[config.mk]
export PLATFORM = sky130hd
export DESIGN_NAME = decode_ctrl_pipe_flat
export DESIGN_NICKNAME = d
export VERILOG_FILES = /design/src/rtl/decode_ctrl_pipe_if.sv /design/src/rtl/decode_ctrl_pipe.sv /design/src/flat_wrapper.sv
export SDC_FILE = /design/constraint.sdc
export NUM_CORES = 1
export LEC_CHECK = 0
export CORE_MARGIN = 2
export CORE_UTILIZATION = 40
export DETAILED_ROUTE_END_ITERATION = 10
export PLACE_DENSITY = 0.76
export SLEW_MARGIN = 5
export SYNTH_ARGS = -nofsm -noshare
export SYNTH_HDL_FRONTEND = slang
export SYNTH_SLANG_ARGS = --single-unit
[constraint.sdc]
create_clock -name CLK -period 3 [get_ports CLK]
set_input_delay 0.45 -clock CLK [delete_from_list [all_inputs] [get_ports CLK]]
set_output_delay 0.45 -clock CLK [all_outputs]
set_load 0.05 [all_outputs]
[src/rtl/decode_ctrl_pipe_if.sv]
// Fetch/Execute handshake, control bundle and MCycle unit signals of decode_ctrl_pipe.
// The slave modport is the decoder; the master modport is its environment.
interface decode_ctrl_pipe_if;
    logic [31:0] InstrF;
    logic        ValidF;
    logic        ReadyD;
    logic        FlushD;
    logic        ValidE;
    logic        ReadyE;
    logic [31:0] InstrE;
    logic        RegW;
    logic        MemW;
    logic        MemtoReg;
    logic        NoWrite;
    logic        ALUSrc;
    logic        PCS;
    logic [1:0]  ImmSrc;
    logic [2:0]  RegSrc;
    logic [3:0]  ALUControl;
    logic [1:0]  FlagW;
    logic        Undef;
    logic        MCStart;
    logic        MCOp;
    logic        MCAdd;
    logic        MCLong;
    logic        MCDone;
    logic        MCWrite;
    logic [3:0]  WASel;
    logic        MCHi;
    logic        MCErr;
    logic        MCAbort;

    modport master (
        output InstrF, ValidF, FlushD, ReadyE, MCDone,
        input  ReadyD, ValidE, InstrE, RegW, MemW, MemtoReg, NoWrite, ALUSrc, PCS,
               ImmSrc, RegSrc, ALUControl, FlagW, Undef, MCStart, MCOp, MCAdd, MCLong,
               MCWrite, WASel, MCHi, MCErr, MCAbort
    );

    modport slave (
        input  InstrF, ValidF, FlushD, ReadyE, MCDone,
        output ReadyD, ValidE, InstrE, RegW, MemW, MemtoReg, NoWrite, ALUSrc, PCS,
               ImmSrc, RegSrc, ALUControl, FlagW, Undef, MCStart, MCOp, MCAdd, MCLong,
               MCWrite, WASel, MCHi, MCErr, MCAbort
    );
endinterface

[src/rtl/decode_ctrl_pipe.sv]
// Registered ARM-style instruction decoder between Fetch and Execute, with a built-in
// sequencer that issues MUL/MLA/UMULL/DIV, waits with a timeout and drives write-back.
module decode_ctrl_pipe #(
    parameter bit          MC_EN      = 1'b1,
    parameter bit          LONG_EN    = 1'b1,
    parameter bit          DIV_EN     = 1'b1,
    parameter int unsigned MC_TIMEOUT = 64
) (
    input  logic              CLK,
    input  logic              RESETn,
    decode_ctrl_pipe_if.slave bus
);
    localparam logic [1:0] IDLE     = 2'd0;
    localparam logic [1:0] MC_WAIT  = 2'd1;
    localparam logic [1:0] MC_WB_LO = 2'd2;
    localparam logic [1:0] MC_WB_HI = 2'd3;
    localparam logic [7:0] TIMEOUT  = 8'(MC_TIMEOUT);

    typedef struct packed {
        logic       reg_w;
        logic       mem_w;
        logic       mem_to_reg;
        logic       no_write;
        logic       alu_src;
        logic       pcs;
        logic [1:0] imm_src;
        logic [2:0] reg_src;
        logic [3:0] alu_ctrl;
        logic [1:0] flag_w;
        logic       undef;
    } ctrl_t;

    logic [1:0]  rst_sync;
    logic        rst_n;
    logic [1:0]  state;
    logic [7:0]  cnt;
    logic        vld_p1;
    logic [31:0] instr_p1;
    ctrl_t       ctrl_p1;
    logic        mc_op_p1;
    logic        mc_add_p1;
    logic        mc_long_p1;
    logic [3:0]  wa_lo_p1;
    logic [3:0]  wa_hi_p1;

    logic [1:0]  op;
    logic [5:0]  funct;
    logic [3:0]  cmd;
    logic        mul_pat;
    logic        div_pat;
    logic        is_mul;
    logic        is_mla;
    logic        is_umull;
    logic        is_mc;
    logic        logical;
    ctrl_t       dec;
    logic        ready;
    logic        accept;
    logic        mc_write;

    // Reset asserts immediately but is released on a clock edge.
    always_ff @(posedge CLK or negedge RESETn) begin
        if (!RESETn) rst_sync <= 2'b00;
        else         rst_sync <= {rst_sync[0], 1'b1};
    end
    assign rst_n = rst_sync[1];

    always_comb begin
        op       = bus.InstrF[27:26];
        funct    = bus.InstrF[25:20];
        cmd      = funct[4:1];
        mul_pat  = (op == 2'b00) && !funct[5] && (bus.InstrF[7:4] == 4'b1001);
        div_pat  = (op == 2'b01) && (funct == 6'b111111) && (bus.InstrF[7:4] == 4'b1111);
        is_mul   = mul_pat && (cmd == 4'b0000);
        is_mla   = mul_pat && (cmd == 4'b0001);
        is_umull = mul_pat && (cmd == 4'b0100);
        is_mc    = MC_EN && (is_mul || is_mla || (LONG_EN && is_umull) || (DIV_EN && div_pat));
        logical  = (cmd[3:1] == 3'b000) || (cmd[3:1] == 3'b100) || (cmd[3:2] == 2'b11);
        dec      = '0;
        case (op)
            2'b00: begin
                // Multiply-pattern encodings never fall through to DP decode.
                if (mul_pat) begin
                    dec.undef = !is_mc;
                end else begin
                    dec.alu_src  = funct[5];
                    dec.alu_ctrl = cmd;
                    dec.no_write = (cmd[3:2] == 2'b10);
                    dec.reg_w    = !dec.no_write;
                    if (funct[0]) dec.flag_w = logical ? 2'b10 : 2'b11;
                end
            end
            2'b01: begin
                if (div_pat) begin
                    dec.undef = !is_mc;
                end else begin
                    dec.alu_src  = !funct[5];
                    dec.imm_src  = 2'b01;
                    dec.alu_ctrl = funct[3] ? 4'b0100 : 4'b0010;
                    if (funct[0]) begin
                        dec.mem_to_reg = 1'b1;
                        dec.reg_w      = 1'b1;
                    end else begin
                        dec.mem_w   = 1'b1;
                        dec.reg_src = 3'b010;
                    end
                end
            end
            2'b10: begin
                dec.alu_src  = 1'b1;
                dec.imm_src  = 2'b10;
                dec.reg_src  = 3'b001;
                dec.alu_ctrl = 4'b0100;
            end
            default: dec.undef = 1'b1;
        endcase
        dec.pcs = ((bus.InstrF[15:12] == 4'hF) && dec.reg_w) || (op == 2'b10);
    end

    assign ready    = (state == IDLE) && (!vld_p1 || bus.ReadyE);
    assign accept   = bus.ValidF && ready && !bus.FlushD;
    assign mc_write = ((state == MC_WB_LO) || (state == MC_WB_HI)) && !bus.FlushD;

    // Stage p1: registered bundle plus multi-cycle sequencer.
    always_ff @(posedge CLK or negedge rst_n) begin
        if (!rst_n) begin
            state      <= IDLE;
            cnt        <= '0;
            vld_p1     <= 1'b0;
            instr_p1   <= '0;
            ctrl_p1    <= '0;
            mc_op_p1   <= 1'b0;
            mc_add_p1  <= 1'b0;
            mc_long_p1 <= 1'b0;
            wa_lo_p1   <= '0;
            wa_hi_p1   <= '0;
        end else begin
            case (state)
                IDLE: begin
                    if (bus.FlushD) begin
                        vld_p1 <= 1'b0;
                    end else if (accept && is_mc) begin
                        state      <= MC_WAIT;
                        cnt        <= 8'd1;
                        vld_p1     <= 1'b0;
                        mc_op_p1   <= div_pat;
                        mc_add_p1  <= is_mla;
                        mc_long_p1 <= is_umull;
                        wa_lo_p1   <= (is_mul || is_mla) ? bus.InstrF[19:16] : bus.InstrF[15:12];
                        wa_hi_p1   <= bus.InstrF[19:16];
                    end else if (accept) begin
                        vld_p1   <= 1'b1;
                        instr_p1 <= bus.InstrF;
                        ctrl_p1  <= dec;
                    end else if (bus.ReadyE) begin
                        vld_p1 <= 1'b0;
                    end
                end
                MC_WAIT: begin
                    // Done on the timeout cycle still counts as a completion.
                    if (bus.FlushD)             state <= IDLE;
                    else if (bus.MCDone)        state <= MC_WB_LO;
                    else if (cnt == TIMEOUT)    state <= IDLE;
                    else                        cnt   <= cnt + 8'd1;
                end
                MC_WB_LO: begin
                    if (bus.FlushD)      state <= IDLE;
                    else if (mc_long_p1) state <= MC_WB_HI;
                    else                 state <= IDLE;
                end
                default: state <= IDLE;
            endcase
        end
    end

    assign bus.ReadyD     = ready;
    assign bus.ValidE     = vld_p1;
    assign bus.InstrE     = instr_p1;
    assign bus.RegW       = ctrl_p1.reg_w;
    assign bus.MemW       = ctrl_p1.mem_w;
    assign bus.MemtoReg   = ctrl_p1.mem_to_reg;
    assign bus.NoWrite    = ctrl_p1.no_write;
    assign bus.ALUSrc     = ctrl_p1.alu_src;
    assign bus.PCS        = ctrl_p1.pcs;
    assign bus.ImmSrc     = ctrl_p1.imm_src;
    assign bus.RegSrc     = ctrl_p1.reg_src;
    assign bus.ALUControl = ctrl_p1.alu_ctrl;
    assign bus.FlagW      = ctrl_p1.flag_w;
    assign bus.Undef      = ctrl_p1.undef;
    assign bus.MCStart    = (state == MC_WAIT) && (cnt == 8'd1);
    assign bus.MCOp       = mc_op_p1;
    assign bus.MCAdd      = mc_add_p1;
    assign bus.MCLong     = mc_long_p1;
    assign bus.MCWrite    = mc_write;
    assign bus.MCHi       = mc_write && (state == MC_WB_HI);
    assign bus.WASel      = !mc_write ? 4'd0 : ((state == MC_WB_HI) ? wa_hi_p1 : wa_lo_p1);
    assign bus.MCErr      = (state == MC_WAIT) && !bus.FlushD && !bus.MCDone && (cnt == TIMEOUT);
    assign bus.MCAbort    = bus.FlushD && (state != IDLE);
endmodule

[src/flat_wrapper.sv]
// flat-port wrapper written by rule: the top's interface ports become plain ports
module decode_ctrl_pipe_flat 
#(
    parameter bit          MC_EN      = 1'b1,
    parameter bit          LONG_EN    = 1'b1,
    parameter bit          DIV_EN     = 1'b1,
    parameter int unsigned MC_TIMEOUT = 64
)
  (CLK, RESETn, bus_InstrF, bus_ValidF, bus_FlushD, bus_ReadyE, bus_MCDone, bus_ReadyD, bus_ValidE, bus_InstrE, bus_RegW, bus_MemW, bus_MemtoReg, bus_NoWrite, bus_ALUSrc, bus_PCS, bus_ImmSrc, bus_RegSrc, bus_ALUControl, bus_FlagW, bus_Undef, bus_MCStart, bus_MCOp, bus_MCAdd, bus_MCLong, bus_MCWrite, bus_WASel, bus_MCHi, bus_MCErr, bus_MCAbort);
  decode_ctrl_pipe_if bus_i ();
  input  logic CLK;
  input  logic RESETn;
  input wire logic [$bits(bus_i.InstrF)-1:0] bus_InstrF;
  input wire logic [$bits(bus_i.ValidF)-1:0] bus_ValidF;
  input wire logic [$bits(bus_i.FlushD)-1:0] bus_FlushD;
  input wire logic [$bits(bus_i.ReadyE)-1:0] bus_ReadyE;
  input wire logic [$bits(bus_i.MCDone)-1:0] bus_MCDone;
  output wire logic [$bits(bus_i.ReadyD)-1:0] bus_ReadyD;
  output wire logic [$bits(bus_i.ValidE)-1:0] bus_ValidE;
  output wire logic [$bits(bus_i.InstrE)-1:0] bus_InstrE;
  output wire logic [$bits(bus_i.RegW)-1:0] bus_RegW;
  output wire logic [$bits(bus_i.MemW)-1:0] bus_MemW;
  output wire logic [$bits(bus_i.MemtoReg)-1:0] bus_MemtoReg;
  output wire logic [$bits(bus_i.NoWrite)-1:0] bus_NoWrite;
  output wire logic [$bits(bus_i.ALUSrc)-1:0] bus_ALUSrc;
  output wire logic [$bits(bus_i.PCS)-1:0] bus_PCS;
  output wire logic [$bits(bus_i.ImmSrc)-1:0] bus_ImmSrc;
  output wire logic [$bits(bus_i.RegSrc)-1:0] bus_RegSrc;
  output wire logic [$bits(bus_i.ALUControl)-1:0] bus_ALUControl;
  output wire logic [$bits(bus_i.FlagW)-1:0] bus_FlagW;
  output wire logic [$bits(bus_i.Undef)-1:0] bus_Undef;
  output wire logic [$bits(bus_i.MCStart)-1:0] bus_MCStart;
  output wire logic [$bits(bus_i.MCOp)-1:0] bus_MCOp;
  output wire logic [$bits(bus_i.MCAdd)-1:0] bus_MCAdd;
  output wire logic [$bits(bus_i.MCLong)-1:0] bus_MCLong;
  output wire logic [$bits(bus_i.MCWrite)-1:0] bus_MCWrite;
  output wire logic [$bits(bus_i.WASel)-1:0] bus_WASel;
  output wire logic [$bits(bus_i.MCHi)-1:0] bus_MCHi;
  output wire logic [$bits(bus_i.MCErr)-1:0] bus_MCErr;
  output wire logic [$bits(bus_i.MCAbort)-1:0] bus_MCAbort;
  assign bus_i.InstrF = bus_InstrF;
  assign bus_i.ValidF = bus_ValidF;
  assign bus_i.FlushD = bus_FlushD;
  assign bus_i.ReadyE = bus_ReadyE;
  assign bus_i.MCDone = bus_MCDone;
  assign bus_ReadyD = bus_i.ReadyD;
  assign bus_ValidE = bus_i.ValidE;
  assign bus_InstrE = bus_i.InstrE;
  assign bus_RegW = bus_i.RegW;
  assign bus_MemW = bus_i.MemW;
  assign bus_MemtoReg = bus_i.MemtoReg;
  assign bus_NoWrite = bus_i.NoWrite;
  assign bus_ALUSrc = bus_i.ALUSrc;
  assign bus_PCS = bus_i.PCS;
  assign bus_ImmSrc = bus_i.ImmSrc;
  assign bus_RegSrc = bus_i.RegSrc;
  assign bus_ALUControl = bus_i.ALUControl;
  assign bus_FlagW = bus_i.FlagW;
  assign bus_Undef = bus_i.Undef;
  assign bus_MCStart = bus_i.MCStart;
  assign bus_MCOp = bus_i.MCOp;
  assign bus_MCAdd = bus_i.MCAdd;
  assign bus_MCLong = bus_i.MCLong;
  assign bus_MCWrite = bus_i.MCWrite;
  assign bus_WASel = bus_i.WASel;
  assign bus_MCHi = bus_i.MCHi;
  assign bus_MCErr = bus_i.MCErr;
  assign bus_MCAbort = bus_i.MCAbort;
  decode_ctrl_pipe #(.MC_EN(MC_EN), .LONG_EN(LONG_EN), .DIV_EN(DIV_EN), .MC_TIMEOUT(MC_TIMEOUT)) u_core (.CLK(CLK), .RESETn(RESETn), .bus(bus_i));
endmodule
==> qor.yml, run 1 <==
global_routing:
  grt_antenna_before_repair: 0
  grt_use_total_pct: 17.9
  grt-ovfl-total: 0
  grt_pass1_vias: 2727
  grt_pass1_wl_mm: 13.8
  grt_max_degree: 71
routing:
  routed_via_density: 5.23
  wl_mm: 8.22
  drt_iter0_markers: 68
  drt_pass1_iterations: 4
  drc_errors: 0
  vias: 2676
  wl_per_cell_um: 16.0
  ant_nets: 0
sta:
  setup_tns_ns: 0
  finalCritPeriodShare_pct: 86.6
  tightest_slew_ns: 0.912
  rsz0062_at_grt: "no"
  fmax_mhz: 385
  whs_ns: 0.256
  fin_skew_ns: 0.00489
  maxSlewViolCount: 0
  finalSetupViolCount: 0
  period_needed_ns: 2.60
  final_hold_viol_count: 0
  slew_headroom_pct: 39.2
critical_path:
  r2r_slack_ns: 0.76
  crit_arrival_ns: 2.15
  cpMostUsedCell: "clkdlybuf4s50_1"
  path_class: "in2out"
  crit_path_end_kind: "primary output"
  r2r_end: "u_core.bus.FlagW[0]"
  cpLargestDelayFamily: "buffers and inverters"
  cpPeakStageDelay_ns: 0.79
  crit_path_top_delay_cell: "clkdlybuf4s50_1"
  startpoint_type: "input pin"
  r2r-start: "u_core.state[0]"
  crit_required_ns: 2.55
  r2r_cells: 5
  crit_chain: "clkdlybuf4s50_1 -> nand2b_1 -> inv_1 -> clkdlybuf4s50_1"
  cp_max_fo: 8
  cp-startpoint: "bus_FlushD"
  cp_num_buf_inv: 3
die:
  die_h_um: 97.9
  rows: 34
  die-area_sq_um: 9580
  io_pins: 102
  core-area_sq_um: 8640
  die_w_um: 97.9
  start_util_pct: 40.8
logic_synthesis:
  ys_seq_area_share_pct: 51.1
  synth_fp_nets: 331
  yosysMostFrequentCell: "dfrtp_1"
  synth_cell_types: 54
  synth_top_area_share_pct: 51.1
  yosys_warnings: 0
  synth_area_sq_um: 3530
  synth_area_leaders: "dfrtp_1, mux2_2, mux2_4, ha_1, nor2_1"
  ys_async_sr_fraction_pct: 100
  synth_commonest_cells: "dfrtp_1, mux2_2, nor2_1, inv_1, nand2_1"
  ys_seq_elements: 72
  postSynthAreaPerCell_sq_um: 12.3
  synth_largest_area_cell: "dfrtp_1"
  synth_edf_count: 0
  synth_flop_cell: "dfrtp_1"
  postSynthCellCount: 286
clock_network:
  cts_num_sinks: 72
  cts_buffers: 9
  root_buffer: "clkbuf_8"
  cts_buffer_depth: 2
  ctsHoldBuffers: 0
  cts_tree: "built"
  htreeDepth: 3
  clk_pin_slew_worst_paths_ns: 0.07
  worstSkewPairLatency_ns: 0.35
placement:
  io_buffers: 100
  dpl.hpwl_mm: 5.95
  placed_cell_area_sq_um: 4710
  gp_congestion: 0.834
flow_run:
  drv_cap: 0
layout:
  drive_gt1_share_pct: 26.5
  finalNetCount: 444
  area_growth_pct: 40.1
  diodes: 0
  final_util_pct: 57.2
  fin_area_sq_um: 4940
pwr:
  irDropWorstVdd_uv: 670
  total_power_w: 0.00491
  powerDensity_nw_per_um2: 994
  p_leak_nw: 2.12
status:
  status: "completed"
worst_hold_path:
  hp-class: "in2async"
[how the worst max path moves through the flow]
stage | endpoint | cells past startpoint
2_1_floorplan | bus_MCStart | 3
3_5_place_dp | u_core.wa_hi_p1[2] | 8
3_3_place_gp | u_core.wa_hi_p1[2] | 8
5_1_grt | bus_MCWrite | 4
6_report | bus_MCWrite | 4
4_1_cts | bus_MCStart | 4
[placed cells by master, fill, tap and decap left out, drive strengths merged, types with 4 or more instances in the layout]
master          n
a41oi           6
nor3            6
o21ai           6
a31oi           4
ha              7
nand2          12
buf            20
nand3           7
mux2i           7
mux2           60
clkdlybuf4s50  93
inv            14
clkbuf         11
dfrtp          72
nand2b          6
a21oi           7
nor2           20
[registers in the layout (all words and copies together), names as in the netlist, 2 cells and up]
register,cells
u_core.bus.ALUControl,4
u_core.bus.FlagW,2
u_core.bus.InstrE,32
u_core.bus.RegSrc,2
u_core.cnt,8
u_core.rst_sync,2
u_core.state,2
u_core.wa_hi_p1,4
u_core.wa_lo_p1,4
[power breakdown]
group          switching [W]  internal, W  leakage, nW
sequential          0.000245      0.00129        0.900
combinational        0.00155     0.000946         1.10
clock               0.000367     0.000512        0.119
[kinds of logic after synthesis]
| kind of cell | count (synthesis) | synth area share [%] |
|---|---|---|
| other cells | 2 | 0.213 |
| flops | 72 | 51.1 |
| simple gates | 72 | 11.7 |
| compound gates | 40 | 8.80 |
| mux | 67 | 21.9 |
| buf+inv | 26 | 3.80 |
| fa+ha+maj | 7 | 2.48 |
[timing repair]
action | CTS | global route
gates resized for setup | 0 | 1
buffers inserted | 0 | 0
setup endpoints to repair | 0 | 1
[final cells by class]
class,instances,area (sq um)
well taps,108,135
repair buffers,114,1120
clock inverters,5,78.8
fillers,733,3700
clock buffers,11,151
inverters,14,52.6
multi-input cells,188,1600
flip-flops and latches,72,1810
[routing by layer]
metal / up-vias / routed length [um] / GRT usage [%]
li1: 1266 / - / -
met1: 1320 / 3670 / 24.1
met2: 79 / 3960 / 28.2
met3: 11 / 490 / 5.30
met4: 0 / 102 / 5.34
met5: - / 0 / 0
[stage by stage]
step / worst slack [ns] / std cells
after floorplan: 0.0582 / 286
after global placement: 0.139 / 496
after detailed placement: 0.101 / 496
after CTS: 0.0368 / 512
after global routing: 0.282 / 512
final: 0.402 / 512
Power figures use the tool's default switching activity.
==> run 2, diff against run 1 <==
Settings changed: CORE_ASPECT_RATIO set to 0.75, CORE_MARGIN 2 to not set.
Clock period 3 ns to 3.4 ns, I/O delays scaled along.
==> run 2 against run 1 <==
Compared with the run above: final cell count is 1.2% lower; highest routed layer unchanged; largest cell class unchanged; sequential power down 12%; die area down 4.0%.
==> qor.yml, run 2 (synthesis gave the netlist of run 1 again) <==
layout:
  final_cell_mix: "clkdlybuf4s50_1, dfrtp_1, mux2_2"  # unchanged
  diodes: 0  # unchanged
  final_common_cell: "clkdlybuf4s50_1"  # unchanged
  fillerInstances: 714  # was 733
  finalNetCount: 438  # was 444
  drive_gt1_share_pct: 24.1  # was 26.5%
  final-seq-area_sq_um: 1800  # was 1810 sq um
  multi_input_area_sq_um: 1600  # unchanged
  area_growth_pct: 41.2  # was 40.1%
  largest_register_ffs: 32  # unchanged
critical_path:
  r2r-start: "u_core.state[0]"  # unchanged
  r2r_slack_ns: 1.11  # was 0.76 ns
  crit_path_end_kind: "primary output"  # unchanged
  cp_max_fo: 7  # was 8
  crit_path_top_delay_cell: "clkdlybuf4s50_1"  # unchanged
  r2r_end: "u_core.bus.ALUSrc"  # was u_core.bus.FlagW[0]
  crit_chain: "nor3_1 -> nand2_1 -> nor4b_1 -> clkdlybuf4s50_1"  # was clkdlybuf4s50_1 -> nand2b_1 -> inv_1 -> clkdlybuf4s50_1
  r2r_cells: 5  # unchanged
  path_class: "reg2out"  # was in2out
  cp-startpoint: "u_core.cnt[2]"  # was bus_FlushD
  crit_required_ns: 2.89  # was 2.55 ns
  setup.worst_path.end: "bus_MCStart"  # was bus_MCWrite
  crit_arrival_ns: 2.53  # was 2.15 ns
  cpPeakStageDelay_ns: 0.87  # was 0.79 ns
  startpoint_type: "register"  # was input pin
sta:
  finalSetupViolCount: 0  # unchanged
  fin_skew_ns: 0.00656  # was 0.00489 ns
  fmax_mhz: 329
  period_needed_ns: 3.04
  finalCritPeriodShare_pct: 89.3
  maxSlewViolCount: 0  # unchanged
  rsz0062_at_grt: "no"  # unchanged
  final_hold_viol_count: 0  # unchanged
  slew_headroom_pct: 47.5  # was 39.2%
  tightest_slew_ns: 0.787  # was 0.912 ns
  setup_tns_ns: 0  # unchanged
clock_network:
  worstSkewPairLatency_ns: 0.33  # was 0.35 ns
  clk_pin_slew_worst_paths_ns: 0.06  # was 0.07 ns
  cts_resized: 0  # unchanged
  ctsHoldBuffers: 0  # unchanged
  cts_tree: "built"  # unchanged
  cts_buffers: 9  # unchanged
  root_buffer: "clkbuf_16"  # was clkbuf_8
  cts_setup_buffers: 0  # unchanged
  cts_num_sinks: 72  # unchanged
  cts_buffer_depth: 2  # unchanged
  htreeDepth: 3  # unchanged
die:
  io_pins: 102  # unchanged
  start_util_pct: 41.5  # was 40.8%
  rows: 29  # was 34
  core-area_sq_um: 8490  # was 8640 sq um
  die-area_sq_um: 9200  # was 9580 sq um
  die_w_um: 110  # was 97.9 um
  die_h_um: 83.3  # was 97.9 um
routing:
  drt_pass1_iterations: 4  # unchanged
  drt_iter0_markers: 159  # was 68
  wl_per_cell_um: 16.3  # was 16.0 um
  vias: 2657  # was 2676
  ant_nets: 0  # unchanged
  routed_via_density: 5.25  # was 5.23
  wl_mm: 8.23  # was 8.22 mm
  drc_errors: 0  # unchanged
placement:
  dpl.hpwl_mm: 5.97  # was 5.95 mm
  gp_congestion: 0.802  # was 0.834
  io_buffers: 100  # unchanged
pwr:
  powerDensity_nw_per_um2: 918  # was 994 nW/um^2
  irDropWorstVdd_uv: 565  # was 670 uV
  total_power_w: 0.00457  # was 0.00491 W
  p_leak_nw: 2.09  # was 2.12 nW
worst_hold_path:
  hp-class: "in2async"  # unchanged
flow_run:
  drv_cap: 0  # unchanged
global_routing:
  grt_antenna_before_repair: 0  # unchanged
  grt_pass1_vias: 2706  # was 2727
  grt_max_degree: 37  # was 71
  grt_use_total_pct: 18.9  # was 17.9%
  grt-ovfl-total: 0  # unchanged
  grt_pass1_wl_mm: 13.9  # was 13.8 mm
status:
  status: "completed"  # unchanged
## run 2: cell types whose count changed in the layout (fill, tap and decap cells not counted), moves of 6 or more
cell,before,now
clkbuf_16,0,9
clkdlybuf4s50_1,93,99
clkbuf_8,11,1
buf_4,18,8
## run 2: routing by layer
layer | up-vias | global-route usage, % | part of all wire, %
met5 | - | 0 | 0
met4 | 0 | 2.91 | 0.41
met3 | 2 | 6.86 | 7.8
met2 | 92 | 28.6 | 45
met1 | 1309 | 26.5 | 47
li1 | 1254 | - | -
## run 2: final cells by class
| type | count | area share [%] |
|---|---|---|
| repair buffers | 108 | 21.5 |
| clock buffers | 10 | 4.80 |
| clock inverters | 6 | 1.66 |
| flip-flops and latches | 72 | 36.2 |
| inverters | 14 | 1.06 |
| well taps | 108 | 2.71 |
| multi-input cells | 188 | 32.1 |
## run 2: worst min-delay path by stage
stage                               to
global placement    u_core.rst_sync[1]
detailed placement  u_core.rst_sync[1]
CTS                 u_core.rst_sync[0]
floorplan           u_core.rst_sync[0]
global route        u_core.rst_sync[0]
finish              u_core.rst_sync[0]
## run 2: power by group
group	internal, W	switching [W]
Combinational	0.000833	0.00138
Sequential	0.00114	0.000207
Clock	0.000658	0.000350
Total	0.00263	0.00194
## run 2: stage by stage
| step | std cells | hold WS [ns] | utilization (%) | area, sq um | worst slack [ns] |
|---|---|---|---|---|---|
| after global routing | 506 | 0.342 | 58.7 | 4980 | 0.215 |
| after floorplan | 286 | 0.214 | - | 3530 | 0.398 |
| after CTS | 506 | 0.334 | 58.7 | 4980 | 0.395 |
| after global placement | 490 | 0.336 | 54.9 | 4660 | 0.358 |
| final | 506 | 0.343 | 58.7 | 4980 | 0.362 |
| after detailed placement | 490 | 0.339 | 54.9 | 4660 | 0.302 |
## run 2: critical path, delay by kind of cell, from the launching register on
kind                   cells  cell delay, ns
buffers and inverters      1            0.87
DFF                        1            0.44
and+or+nand+nor            3            0.89
